### src/rtl/pgm_pkg.sv
// Shared types and helpers for the PGM DDRAM arbiter slice.
package pgm_pkg;

  typedef enum logic [1:0] {
    ST_IDLE,
    ST_WRITE,
    ST_READ_ISSUE,
    ST_READ_WAIT
  } arb_state_t;

  typedef enum logic [1:0] {
    CL_CPU,
    CL_VID,
    CL_AUD
  } client_t;

  // Byte enables for a 16-bit lane selected by byte address bits [2:1].
  function automatic logic [7:0] be_from_addr(input logic [1:0] lane);
    return 8'h03 << {lane, 1'b0};
  endfunction

endpackage

### src/rtl/pgm_toggle_sync.sv
// Two-flop synchroniser for a toggle request, compared against the local ack.
module pgm_toggle_sync (
  input  logic clk_i,
  input  logic rst_ni,
  input  logic req_i,
  input  logic ack_i,
  output logic pending_o
);

  logic s1_q;
  logic s2_q;

  always_ff @(posedge clk_i) begin
    if (!rst_ni) begin
      s1_q <= 1'b0;
      s2_q <= 1'b0;
    end else begin
      s1_q <= req_i;
      s2_q <= s1_q;
    end
  end

  assign pending_o = s2_q ^ ack_i;

endmodule

### src/rtl/pgm_ddram_arbiter.sv
// DDRAM front end: arbitrates 68k/video/audio toggle-handshake reads, buffers
// loader writes into byte-enabled 64-bit writes, and keeps a one-line 68k cache.
module pgm_ddram_arbiter
  import pgm_pkg::*;
#(
  parameter logic [28:0] DDR_BASE       = 29'h0,
  parameter logic [7:0]  LOADER_INDEX   = 8'h00,
  parameter int unsigned AUDIO_MAX_WAIT = 64
) (
  input  logic        fixed_50m_clk,
  input  logic        reset_n,
  input  logic        ioctl_download,
  input  logic        ioctl_wr,
  input  logic [26:0] ioctl_addr,
  input  logic [15:0] ioctl_dout,
  input  logic [7:0]  ioctl_index,
  input  logic        cpu_req,
  input  logic [23:1] cpu_addr,
  output logic        cpu_ack,
  output logic [63:0] cpu_rdata,
  input  logic        vid_req,
  input  logic [28:0] vid_addr,
  output logic        vid_ack,
  output logic [63:0] vid_rdata,
  input  logic        aud_req,
  input  logic [28:0] aud_addr,
  output logic        aud_ack,
  output logic [63:0] aud_rdata,
  output logic        ddram_rd,
  output logic        ddram_we,
  output logic [28:0] ddram_addr,
  output logic [63:0] ddram_din,
  output logic [7:0]  ddram_be,
  input  logic [63:0] ddram_dout,
  input  logic        ddram_busy,
  input  logic        ddram_dout_ready,
  output logic        wr_overflow
);

  localparam int unsigned   WW       = $clog2(AUDIO_MAX_WAIT + 1);
  localparam logic [WW-1:0] WAIT_MAX = WW'(AUDIO_MAX_WAIT);

  arb_state_t state_q, state_d;
  client_t    cl_q;
  logic [28:0] rd_addr_q;
  logic [20:0] rd_tag_q;

  logic        wb_full_q;
  logic [28:0] wb_addr_q;
  logic [63:0] wb_din_q;
  logic [7:0]  wb_be_q;
  logic        ovf_q;

  logic        cache_valid_q;
  logic [20:0] cache_tag_q;
  logic [63:0] cache_data_q;
  logic        dl_q;
  logic [WW-1:0] aud_wait_q;

  logic        cpu_ack_q, vid_ack_q, aud_ack_q;
  logic [63:0] cpu_rdata_q, vid_rdata_q, aud_rdata_q;

  logic cpu_pend, vid_pend, aud_pend;
  logic cpu_hit, aud_inflight, capture;
  logic grant, hit, wr_done, rd_done;
  client_t grant_cl;
  logic [28:0] grant_addr;
  logic unused_addr_bits;

  assign unused_addr_bits = ^{ioctl_addr[0], cpu_addr[2:1]};

  pgm_toggle_sync u_cpu_sync (
    .clk_i(fixed_50m_clk), .rst_ni(reset_n),
    .req_i(cpu_req), .ack_i(cpu_ack_q), .pending_o(cpu_pend)
  );
  pgm_toggle_sync u_vid_sync (
    .clk_i(fixed_50m_clk), .rst_ni(reset_n),
    .req_i(vid_req), .ack_i(vid_ack_q), .pending_o(vid_pend)
  );
  pgm_toggle_sync u_aud_sync (
    .clk_i(fixed_50m_clk), .rst_ni(reset_n),
    .req_i(aud_req), .ack_i(aud_ack_q), .pending_o(aud_pend)
  );

  assign cpu_hit      = cache_valid_q && (cache_tag_q == cpu_addr[23:3]);
  assign aud_inflight = (state_q != ST_IDLE) && (cl_q == CL_AUD);
  assign capture      = ioctl_wr && ioctl_download && (ioctl_index == LOADER_INDEX);

  always_ff @(posedge fixed_50m_clk) begin
    if (!reset_n) state_q <= ST_IDLE;
    else          state_q <= state_d;
  end

  always_comb begin
    state_d    = state_q;
    grant      = 1'b0;
    grant_cl   = CL_CPU;
    grant_addr = '0;
    hit        = 1'b0;
    wr_done    = 1'b0;
    rd_done    = 1'b0;
    ddram_rd   = 1'b0;
    ddram_we   = 1'b0;
    case (state_q)
      ST_IDLE: begin
        if (wb_full_q) begin
          state_d = ST_WRITE;
        end else if (!ioctl_download) begin
          if (cpu_pend && cpu_hit) begin
            hit = 1'b1;
          end else if (aud_pend && (aud_wait_q == WAIT_MAX)) begin
            grant = 1'b1; grant_cl = CL_AUD;
          end else if (cpu_pend) begin
            grant = 1'b1; grant_cl = CL_CPU;
          end else if (vid_pend) begin
            grant = 1'b1; grant_cl = CL_VID;
          end else if (aud_pend) begin
            grant = 1'b1; grant_cl = CL_AUD;
          end
        end
        if (grant) state_d = ST_READ_ISSUE;
      end
      ST_WRITE: begin
        ddram_we = 1'b1;
        if (!ddram_busy) begin
          wr_done = 1'b1;
          state_d = ST_IDLE;
        end
      end
      ST_READ_ISSUE: begin
        ddram_rd = 1'b1;
        if (!ddram_busy) state_d = ST_READ_WAIT;
      end
      ST_READ_WAIT: begin
        if (ddram_dout_ready) begin
          rd_done = 1'b1;
          state_d = ST_IDLE;
        end
      end
      default: state_d = ST_IDLE;
    endcase
    case (grant_cl)
      CL_CPU:  grant_addr = DDR_BASE + {8'b0, cpu_addr[23:3]};
      CL_VID:  grant_addr = DDR_BASE + vid_addr;
      default: grant_addr = DDR_BASE + aud_addr;
    endcase
  end

  always_ff @(posedge fixed_50m_clk) begin
    if (!reset_n) begin
      cl_q          <= CL_CPU;
      rd_addr_q     <= '0;
      rd_tag_q      <= '0;
      wb_full_q     <= 1'b0;
      wb_addr_q     <= '0;
      wb_din_q      <= '0;
      wb_be_q       <= '0;
      ovf_q         <= 1'b0;
      cache_valid_q <= 1'b0;
      cache_tag_q   <= '0;
      cache_data_q  <= '0;
      dl_q          <= 1'b0;
      aud_wait_q    <= '0;
      cpu_ack_q     <= 1'b0;
      vid_ack_q     <= 1'b0;
      aud_ack_q     <= 1'b0;
      cpu_rdata_q   <= '0;
      vid_rdata_q   <= '0;
      aud_rdata_q   <= '0;
    end else begin
      dl_q <= ioctl_download;

      if (wr_done) begin
        wb_full_q <= 1'b0;
        if (wb_addr_q == DDR_BASE + {8'b0, cache_tag_q}) cache_valid_q <= 1'b0;
      end
      if (capture) begin
        if (wb_full_q) begin
          ovf_q <= 1'b1;
        end else begin
          wb_full_q <= 1'b1;
          wb_addr_q <= DDR_BASE + {5'b0, ioctl_addr[26:3]};
          wb_din_q  <= {4{ioctl_dout}};
          wb_be_q   <= be_from_addr(ioctl_addr[2:1]);
        end
      end

      if (grant) begin
        cl_q      <= grant_cl;
        rd_addr_q <= grant_addr;
        rd_tag_q  <= cpu_addr[23:3];
      end

      if (hit) begin
        cpu_ack_q   <= ~cpu_ack_q;
        cpu_rdata_q <= cache_data_q;
      end

      if (rd_done) begin
        case (cl_q)
          CL_CPU: begin
            cpu_ack_q   <= ~cpu_ack_q;
            cpu_rdata_q <= ddram_dout;
            cache_tag_q <= rd_tag_q;
            cache_data_q <= ddram_dout;
            // Data fetched while the loader is active may already be stale.
            cache_valid_q <= !ioctl_download;
          end
          CL_VID: begin
            vid_ack_q   <= ~vid_ack_q;
            vid_rdata_q <= ddram_dout;
          end
          default: begin
            aud_ack_q   <= ~aud_ack_q;
            aud_rdata_q <= ddram_dout;
          end
        endcase
      end

      if (ioctl_download && !dl_q) cache_valid_q <= 1'b0;

      if (!aud_pend || (grant && grant_cl == CL_AUD)) aud_wait_q <= '0;
      else if (!aud_inflight && aud_wait_q != WAIT_MAX) aud_wait_q <= aud_wait_q + 1'b1;
    end
  end

  assign cpu_ack     = cpu_ack_q;
  assign vid_ack     = vid_ack_q;
  assign aud_ack     = aud_ack_q;
  assign cpu_rdata   = cpu_rdata_q;
  assign vid_rdata   = vid_rdata_q;
  assign aud_rdata   = aud_rdata_q;
  assign ddram_addr  = (state_q == ST_WRITE) ? wb_addr_q : rd_addr_q;
  assign ddram_din   = (state_q == ST_WRITE) ? wb_din_q : '0;
  assign ddram_be    = (state_q == ST_WRITE) ? wb_be_q : '0;
  assign wr_overflow = ovf_q;

endmodule

### config.mk
export PLATFORM = sky130hd
export DESIGN_NAME = pgm_ddram_arbiter
export DESIGN_NICKNAME = d
export VERILOG_FILES = /design/src/rtl/pgm_pkg.sv /design/src/rtl/pgm_toggle_sync.sv /design/src/rtl/pgm_ddram_arbiter.sv
export SDC_FILE = /design/constraint.sdc
export NUM_CORES = 1
export LEC_CHECK = 0
export ABC_AREA = 0
export BUFFER_PORTS_ARGS = -buffer_cell sky130_fd_sc_hd__buf_2
export CAP_MARGIN = 20
export CORE_AREA = 2 2 197 199
export CTS_BUF_LIST = sky130_fd_sc_hd__clkbuf_16
export DETAILED_ROUTE_END_ITERATION = 7
export DIE_AREA = 0 0 199 201
export GPL_TIMING_DRIVEN = 0
export PLACE_DENSITY = 0.73
export SLEW_MARGIN = 20
export SYNTH_ARGS = -nofsm -noshare
export SYNTH_HDL_FRONTEND = slang
export SYNTH_SLANG_ARGS = --single-unit
### constraint.sdc
create_clock -name fixed_50m_clk -period 2.2 [get_ports fixed_50m_clk]
set_input_delay 0.11 -clock fixed_50m_clk [delete_from_list [all_inputs] [get_ports fixed_50m_clk]]
set_output_delay 0.11 -clock fixed_50m_clk [all_outputs]
set_load 0.05 [all_outputs]
== Yosys cells after proc, flatten, opt, wreduce, memory -nomap -nowiden ==
Index checks and enable logic that the tools add are counted.

* Register bits: 447
* Latch bits: 0
* RAM bits: 0
* Memory bits (read-only): 0
* Input bits: 205
* Output and inout port bits: 299
* Word-level logic and storage cells: 130
* Memories: 0

* $add $sub $neg: 1
* Multiply operators: 0
* Div/mod/pow operators: 0
* Magnitude comparators: 0
* Equality and inequality tests: 15
* Shifts and indexed selects: 1
* Muxes and demuxes: 50
* Bitwise logic cells: 9
* Reductions and logical operators: 28

{| class="wikitable"
|+ Operator list
! operator !! count
|-
| $mux 64 || 4
|-
| $pmux 29 s2 || 1
|-
| $mux 1 || 29
|-
| $mux 29 || 1
|-
| $mux 2 || 13
|-
| $eq 24x21->1 || 1
|-
| $eq 21x21->1 || 1
|-
| $reduce_and 2->1 || 5
|-
| $logic_and 1x1->1 || 9
|-
| $eq 2x2->1 const B || 4
|-
| $logic_not 8->1 || 1
|-
| $mux 8 || 1
|-
| $pmux 2 s4 || 1
|-
| $shl 2x3->8 const A || 1
|-
| $add 7x1->7 const B || 1
|-
| $eq 7x7->1 const B || 1
|-
| $ne 7x7->1 const B || 1
|-
| $eq 2x1->1 const B || 3
|-
| $logic_not 2->1 || 3
|-
| $ne 2x2->1 const B || 3
|-
| $not 1->1 || 6
|-
| $reduce_or 2->1 || 3
|-
| $logic_not 1->1 || 4
|-
| $reduce_and 4->1 || 1
|-
| other kinds (4) || 6
|}

== Depth between registers and ports, before layout ==
Gate-level depths: netlist (run 1).

* Depth in word-level cells: 13
* Gate-level depth with buffers: 9

== Cells and area by module ==
From an unflattened synthesis (run 1), not the netlist that was laid out.

* Cells, all modules: 2017
* Area, all modules: 16170.5 µm²

{| class="wikitable"
|+ By module, submodules not included
! module !! instances !! cells each !! area an instance (µm²)
|-
| pgm_ddram_arbiter || 1 || 2002 || 15986.6
|-
| pgm_toggle_sync || 3 || 5 || 61.3
|}

== Worst setup path before layout (run 1) ==
Ideal clock, no wire load.

* Path type: flip-flop to flip-flop
* Start: register cpu_ack_q, in the netlist cpu_ack
* End: register rd_addr_q[10]
* Setup time: 0.122 ns
* Arrival time: 2.395 ns
* Required time: 2.078 ns
* Setup slack: -0.317 ns
* Stages on the path, launching flop included: 8
* Cells stage by stage: dfxtp_1 -> xor2_1 -> nand4_1 -> or4_4 -> nor2_1 -> buf_2 -> nor2_1 -> a221o_1

* Word-level cells in the longest chain between the ends: 9
* Elaborated cells between the ends (all ways): 18
* Those cells by class: eq/ne (1); mux (14); bitwise (1); reduce/logical (2)

{| class="wikitable"
|+ RTL lines
! item !! RTL line !! RTL
|-
| start, declared || pgm_ddram_arbiter.sv:60 || <nowiki>logic cpu_ack_q, vid_ack_q, aud_ack_q;</nowiki>
|-
| start signal, assigned || pgm_ddram_arbiter.sv:195 || <nowiki>cpu_ack_q <= ~cpu_ack_q;</nowiki>
|-
| start signal, assigned || pgm_ddram_arbiter.sv:202 || <nowiki>cpu_ack_q <= ~cpu_ack_q;</nowiki>
|-
| $xor 1x1->1 (*) || pgm_toggle_sync.sv:23 || <nowiki>assign pending_o = s2_q ^ ack_i;</nowiki>
|-
| $mux 2 || pgm_ddram_arbiter.sv:113 || <nowiki>end else if (cpu_pend) begin</nowiki>
|-
| $mux 2 || pgm_ddram_arbiter.sv:111 || <nowiki>end else if (aud_pend && (aud_wait_q == WAIT_MAX)) begin</nowiki>
|-
| $mux 2 || pgm_ddram_arbiter.sv:109 || <nowiki>if (cpu_pend && cpu_hit) begin</nowiki>
|-
| $mux 2 || pgm_ddram_arbiter.sv:108 || <nowiki>end else if (!ioctl_download) begin</nowiki>
|-
| $mux 2 || pgm_ddram_arbiter.sv:106 || <nowiki>if (wb_full_q) begin</nowiki>
|-
| $mux 2 || pgm_ddram_arbiter.sv:104 || <nowiki>case (state_q)</nowiki>
|-
| $eq 2x1->1 / $logic_not 2->1 (equally long branches) || pgm_ddram_arbiter.sv:142 || <nowiki>case (grant_cl)</nowiki>
|-
| $pmux 29 s2 || pgm_ddram_arbiter.sv:142 ||
|-
| end signal, assigned || pgm_ddram_arbiter.sv:190 || <nowiki>rd_addr_q <= grant_addr;</nowiki>
|-
| end, declared || pgm_ddram_arbiter.sv:45 || <nowiki>logic [28:0] rd_addr_q;</nowiki>
|}

Mark *: on every way between the ends. The rest lies on a longest branch, timed or not. The select of a mux whose other input is x is not followed.
A chain may end at the register's enable or synchronous reset.

== Worst setup path in the final report (run 1) ==
* Start: register cache_tag_q[15]
* End: register cpu_rdata_q[21], in the netlist cpu_rdata[21]

* Word-level cells in the longest chain between the ends: 10

{| class="wikitable"
|+ RTL lines
! item !! RTL line !! RTL
|-
| start, declared || pgm_ddram_arbiter.sv:55 || <nowiki>logic [20:0] cache_tag_q;</nowiki>
|-
| start signal, assigned || pgm_ddram_arbiter.sv:204 || <nowiki>cache_tag_q <= rd_tag_q;</nowiki>
|-
| $eq 21x21->1 (*) || pgm_ddram_arbiter.sv:85 || <nowiki>assign cpu_hit = cache_valid_q && (cache_tag_q == cpu_addr[23:3]);</nowiki>
|-
| $logic_and 1x1->1 (*) || pgm_ddram_arbiter.sv:85 ||
|-
| $logic_and 1x1->1 (*) || pgm_ddram_arbiter.sv:109 ||
|-
| $mux 1 (*) || pgm_ddram_arbiter.sv:109 ||
|-
| $mux 1 (*) || pgm_ddram_arbiter.sv:108 ||
|-
| $mux 1 (*) || pgm_ddram_arbiter.sv:106 ||
|-
| $mux 1 (*) || pgm_ddram_arbiter.sv:104 ||
|-
| $mux 64 (*) || pgm_ddram_arbiter.sv:194 || <nowiki>if (hit) begin</nowiki>
|-
| $mux 64 || pgm_ddram_arbiter.sv:200 || <nowiki>case (cl_q)</nowiki>
|-
| $mux 64 (*) || pgm_ddram_arbiter.sv:199 || <nowiki>if (rd_done) begin</nowiki>
|-
| end signal, assigned || pgm_ddram_arbiter.sv:196 || <nowiki>cpu_rdata_q <= cache_data_q;</nowiki>
|-
| end signal, assigned || pgm_ddram_arbiter.sv:203 || <nowiki>cpu_rdata_q <= ddram_dout;</nowiki>
|-
| end, declared || pgm_ddram_arbiter.sv:61 || <nowiki>logic [63:0] cpu_rdata_q, vid_rdata_q, aud_rdata_q;</nowiki>
|}

Mark *: on every way between the ends. The rest lies on a longest branch, timed or not.

==> out/qor.yml, run 1 <==
grt:
  grt_pass1_wl_um: 100000
  met2_usage: 0.5673
  grt-ovfl-total: 0
  grt_busiest_layer: "met2"
  use_met3: 0.08485
  met1_usage: 0.3469
  grt_max_degree: 15
  grt_util_all_layers: 0.3245
  grt_antenna_before_repair: 3
  grt_pass1_vias: 18050
worst_setup_path:
  end_kind: "register"
  critical_path_class: "register to register"
  crit_required_ns: 2.70
  cp.arrival_ns: 2.97
  critPathMaxFanout: 10
  startpoint_type: "register"
  regToRegSetupSlack_ns: -0.27
clock_network:
  numClockSinks: 395
  clk_latency_ns: 0.58
  htree_num_levels: 2
  cts_inserted_buffers: 43
  clk_pin_slew_ns: 0.07
  cts_tree: "done"
  root_buffer: "clkbuf_16"
  clockBufferDepth: 3
timing:
  clock_skew_ns: 0.02669
  relSlewSlack: 0.4125
  grt_setup_unrepaired: "yes"
  setup_slack_ns: -0.2672
  max_freq_mhz: 405.3
  report.final.slew_viol_count: 0
  setup_violations: 102
  tns_ns: -11.82
  period_share: 1.121
  hold_viol: 0
  period_needed_ns: 2.467
  tightest_slew_ns: 0.8812
  holdWs_ns: 0.01868
final_layout:
  syn2layout_area_growth_pct: 46.80
  nFillCells: 3108
  finalNetCount: 3042
  postLayoutCellArea_sq_um: 24390
  final_cells: 3387
  drive_above_1_share: 0.2839
placement:
  post_dp_cell_area_sq_um: 19790
  dp_cells: 3080
  portBuffers: 499
  dp_hpwl_um: 45880
  gp_congestion: 0.9467
detailed_routing:
  first_iter_violations: 1175
  drc: 0
  wl_um: 67450
  final_antenna_net_count: 0
  vias_per_cell: 5.279
  routedWlPerCell_um: 19.91
  vias: 17880
  dr.pass1.iters: 6
floorplan:
  num_rows: 72
  initial_core_util: 0.4361
  die-area_sq_um: 40000
  die_y_um: 201
  die_x_um: 199
  core_area_sq_um: 38110
  ios: 504
synthesis:
  synth_area_sq_um: 16620
  synth_edf_count: 0
  seq_area_frac_synth: 0.4759
  syn_avg_cell_area_sq_um: 8.059
  syn_inst: 2062
  yosysWarnings: 0
  synthArstFlopShare: 0
  synth_cell_types: 47
  syn_nets: 2269
  dominantRegCellSynth: "dfxtp_1"
  ys_ff_latch: 395
power:
  power_mw: 16.26
  peakVddDrop_v: 0.0006129
  p_leak_nw: 10.41
  power.density_nw_per_um2: 666.4
job:
  maxCapViolCount: 0
outcome:
  failed_checks: "setup timing"
  run_status: "finished, violations left"
min_path:
  hold_path.class: "primary input to register"
repair_timing:
item | CTS | global route
gates cloned | 6 | 3
setup endpoints to repair | 420 | 287
setup buffers | 19 | 17
endpoints found under the hold margin | 358 | 0
gates resized for setup | 143 | 127
hold buffers | 192 | 0
pin swaps | 45 | 95
synthesized netlist by cell type, types with 4 or more instances:
cell | number | area, sq um
nor2b_1 | 27 | 168.9
a22oi_1 | 10 | 75.07
buf_2 | 4 | 20.02
a31oi_1 | 77 | 481.7
o21ai_0 | 83 | 415.4
nor2_1 | 57 | 214.0
xnor2_1 | 28 | 245.2
clkbuf_1 | 130 | 488.0
a21boi_1 | 4 | 30.03
a21oi_1 | 16 | 80.08
a21boi_0 | 257 | 1929
mux2i_1 | 22 | 220.2
nand3_1 | 21 | 105.1
nor3_1 | 6 | 30.03
nor4_1 | 7 | 43.79
buf_1 | 8 | 30.03
inv_1 | 4 | 15.01
a221o_1 | 12 | 120.1
nand4_1 | 9 | 56.30
nand2_1 | 724 | 2718
and3_1 | 5 | 31.28
xor2_1 | 27 | 236.5
dfxtp_1 | 395 | 7908
buf_4 | 59 | 442.9
and2_1 | 36 | 225.2
cells in the final DEF (no fill, tap or decap), types with 12 or more instances in the layout:
cell type	synthesis	final
buf_6	0	14
dfxtp_1	395	380
clkbuf_2	0	20
dlygate4sd3_1	0	192
buf_2	4	472
o21ai_0	83	83
a221o_1	12	12
clkbuf_16	0	47
xnor2_1	28	21
a21oi_1	16	14
xor2_1	27	24
nand2_1	724	680
nand2_2	0	30
nand2_4	0	14
mux2i_1	22	20
nor2b_1	27	26
clkbuf_1	130	96
a31oi_1	77	72
a21boi_0	257	257
and2_1	36	30
nand3_1	21	18
buf_4	59	109
nor2_1	57	52
metal layers:
metal  wire (um)  vias up
met5           0        -
met4        4426        0
met3        6172      250
met2       32550      931
met1       24300     8353
li1            -     8347
path summary, 6_finish.rpt:
kind | from | endpoint | cells after the start
setup / recovery | cache_tag_q[15]$_SDFFE_PN0P_ | cpu_rdata[21]$_SDFF_PN0_ | 8
hold / removal | ioctl_index[7] | wr_overflow$_SDFFE_PN0P_ | 5
setup reg to reg | cache_tag_q[15]$_SDFFE_PN0P_ | cpu_rdata[21]$_SDFF_PN0_ | 8
hold reg to reg | u_vid_sync.s1_q$_SDFF_PN0_ | u_vid_sync.s2_q$_SDFF_PN0_ | 1
power by group:
group          internal [mW]  switching [mW]
logic                  0.635           0.786
clock network           4.51            3.06
registers               7.21          0.0491
total                   12.4            3.89
stage by stage:
step	util	setup slack (ns)
6_report	0.6401	-0.2672
5_1_grt	0.6400	-0.3459
4_1_cts	0.6259	-0.1119
3_5_place_dp	0.5193	-0.9198
3_3_place_gp	0.5189	-0.7620
2_1_floorplan	-	0.03489
kinds of logic after synthesis:
kind of cell | synth area share
xor gates and xnor gates | 0.02899
AOI/OAI and AO/OA | 0.1966
buffers and inverters | 0.06016
muxes | 0.01325
adders and majority gates | 0.001506
DFF | 0.4759
and+or+nand+nor | 0.2236
layout make-up:
type | count | area (sq um) | share of cell area
Antenna cell | 5 | 12.51 | 0.0005129
Buffer | 196 | 1117 | 0.04580
Clock buffer | 45 | 1126 | 0.04616
Clock inverter | 29 | 319.1 | 0.01308
Inverter | 5 | 23.77 | 0.0009746
Multi-Input combinational cell | 1461 | 8247 | 0.3381
Sequential cell | 395 | 7944 | 0.3257
Tap cell | 518 | 648.1 | 0.02657
Timing Repair Buffer | 733 | 4956 | 0.2032
critical path, cell delays in order (launching register included):
cell and delay, ns:
dfxtp_1 0.43, xor2_1 0.39, nor2_1 0.13, and3_1 0.27, nand3_2 0.09, buf_4 0.22, clkbuf_1 0.47, nand2_1 0.18
a31oi_4 0.20
sequential cells by signal, summed over array words and instances (netlist names), 2 cells and up:
register	cells
wb_be_q	4
cpu_rdata	64
cl_q	2
aud_wait_q	7
wb_din_q	16
rd_tag_q	21
cache_tag_q	21
wb_addr_q	24
vid_rdata	64
rd_addr_q	29
aud_rdata	64
state_q	2
cache_data_q	64
(Power assumes the default switching activity.)
==> run 2: changes to the inputs <==
- BUFFER_PORTS_ARGS: -buffer_cell sky130_fd_sc_hd__buf_2 -> -buffer_cell sky130_fd_sc_hd__clkbuf_2
- GPL_TIMING_DRIVEN: 0 -> not set
==> run 2 against run 1 <==
  * The flow still finishes with violations (setup timing)
  * Cell area is 4.9% lower
  * Sequential share of layout area is 1.6 points higher
  * Power down 3.7%
  * Sequential power about the same
  * Critical path depth stayed put
  * First-iteration DRC count is 9.3% lower
  * Global-route usage shrank 3.7 points
  * Clock-buffer cell count shrank 1
  * Die area unchanged
  * Combinational power down 5%
  * Setup slack better by 0.25 ns
  * Flip-flop and latch count unchanged
  * Critical endpoint is now cpu_rdata[4]$_SDFF_PN0_
==> out/qor.yml, run 2 (same netlist as run 1, synthesis figures left out) <==
final_layout:
  syn2layout_area_growth_pct: 39.56
  finalNetCount: 2886
  fin_util: 0.6086
  final_cells: 3232
  final_common_cell: "nand2_1"
  drive_above_1_share: 0.2455
  nFillCells: 3185
  mostFrequentLayoutCells: "nand2_1, clkbuf_2, dfxtp_1, a21boi_0, dlygate4sd3_1"
clock_network:
  cts_inserted_buffers: 43
  clk_pin_slew_ns: 0.06
  clockBufferDepth: 3
  root_buffer: "clkbuf_16"
  htree_num_levels: 2
  cts_tree: "done"
  numClockSinks: 395
  clk_latency_ns: 0.57
power:
  power_frac_comb: 0.086
  peakVddDrop_v: 0.0006626
  power_frac_seq: 0.464
  p_sw_mw: 3.750
  intPower_mw: 11.91
  swShare: 0.2395
  p_leak_nw: 9.495
  power.density_nw_per_um2: 675.2
  clkPwrFrac: 0.450
worst_setup_path:
  path_cells: "xnor2_2 -> nand4_1 -> or4_4 -> nor3_4 -> buf_12 -> buf_12 -> nand2_2 -> a31oi_2"
  critPathMaxFanout: 9
  startpoint_type: "register"
  critical_path_class: "register to register"
  end_kind: "register"
  crit_required_ns: 2.69
  slowest_stage: "or4_4"
  path_common_cell: "buf_12"
  slowest_delay_ns: 0.58
  regToRegSetupSlack_ns: -0.02
  cp.arrival_ns: 2.71
detailed_routing:
  vias_per_cell: 5.312
  wl_um: 60010
  final_antenna_net_count: 0
  drc: 0
  vias: 17170
  routedWlPerCell_um: 18.57
  dr.pass1.iters: 7
  first_iter_violations: 1066
job:
  maxCapViolCount: 0
grt:
  grt_antenna_before_repair: 4
  grt_max_degree: 216
  grt-ovfl-total: 0
  grt_pass1_wl_um: 90620
  grt_pass1_vias: 16880
  grt_util_all_layers: 0.2879
timing:
  clock_skew_ns: 0.01900
  holdWs_ns: 0.03689
  period_needed_ns: 2.221
  max_freq_mhz: 450.3
  setup_violations: 4
  tightest_slew_ns: 0.7806
  tns_ns: -0.03906
  report.final.slew_viol_count: 0
  grt_setup_unrepaired: "yes"
  setup_slack_ns: -0.02057
  hold_viol: 0
  period_share: 1.009
  relSlewSlack: 0.4796
floorplan:
  initial_core_util: 0.4361
  core_area_sq_um: 38110
  ios: 504
  num_rows: 72
  die_x_um: 199
  die_y_um: 201
  die-area_sq_um: 40000
min_path:
  hold_path.class: "primary input to register"
outcome:
  failed_checks: "setup timing"
  run_status: "finished, violations left"
placement:
  dp_cells: 2937
  place_ws_ns: -0.03049
  gp_congestion: 0.8999
  portBuffers: 500
  dp_hpwl_um: 37840
run 2: cell type report:
class	instances	area [sq um]	share of cell area
antenna	5	12.51	0.0005395
multi-input combinational	1461	7866	0.3392
clock buffer	44	1101	0.04748
inverter	5	23.77	0.001025
timing repair buffer	772	5368	0.2315
tap	518	648.1	0.02795
timing repair inverter	1	5.005	0.0002158
clock inverter	31	244.0	0.01052
sequential	395	7923	0.3416
run 2: final timing paths:
kind | start | depth (start not counted) | endpoint
worst max-delay path | cache_tag_q[10]$_SDFFE_PN0P_ | 8 | cpu_rdata[4]$_SDFF_PN0_
worst min-delay path | aud_addr[0] | 5 | rd_addr_q[0]$_SDFFE_PN0P_
worst min register to register | u_aud_sync.s1_q$_SDFF_PN0_ | 1 | u_aud_sync.s2_q$_SDFF_PN0_
worst max register to register | cache_tag_q[10]$_SDFFE_PN0P_ | 8 | cpu_rdata[4]$_SDFF_PN0_
run 2: power by group through the flow:
stage          registers (mW)  clock network (mW)  logic [mW]
3_3_place_gp             7.41                   0       0.991
2_1_floorplan            7.43                   0       0.519
3_5_place_dp             7.42                   0        1.00
6_report                 7.27                7.04        1.35
5_1_grt                  7.27                7.43        1.43
4_1_cts                  7.26                7.15        1.29
run 2: repair_timing:
item | CTS | global route
setup endpoints to repair | 130 | 194
hold buffers | 206 | 0
gates resized for setup | 6 | 36
setup buffers | 1 | 4
cloned | 0 | 4
hold endpoints to repair | 359 | 0
pin swaps | 4 | 9
run 2: layer usage:
metal  wire length, um  vias to the layer above  track usage
met1             22380                     8017       0.3210
li1                  -                     8018            -
met3              5265                      246      0.07796
met2             28710                      886       0.4893
met4              3657                        0       0.1703
met5                 0                        -            0
run 2: per-stage QoR:
step / total power, mW / cell area (sq um)
after floorplan: 7.945 / 16630
after global placement: 8.406 / 19530
after detailed placement: 8.422 / 19530
after CTS: 15.70 / 22960
after global routing: 16.12 / 23190
final: 15.66 / 23190
run 2: worst max-delay path, delay by kind of cell (launching register included):
family	cells	cell delay (ns)
buffers and inverters	2	0.35
DFF	1	0.33
AOI/OAI and AO/OA	1	0.20
xor gates and xnor gates	1	0.16
and+or+nand+nor	4	1.08
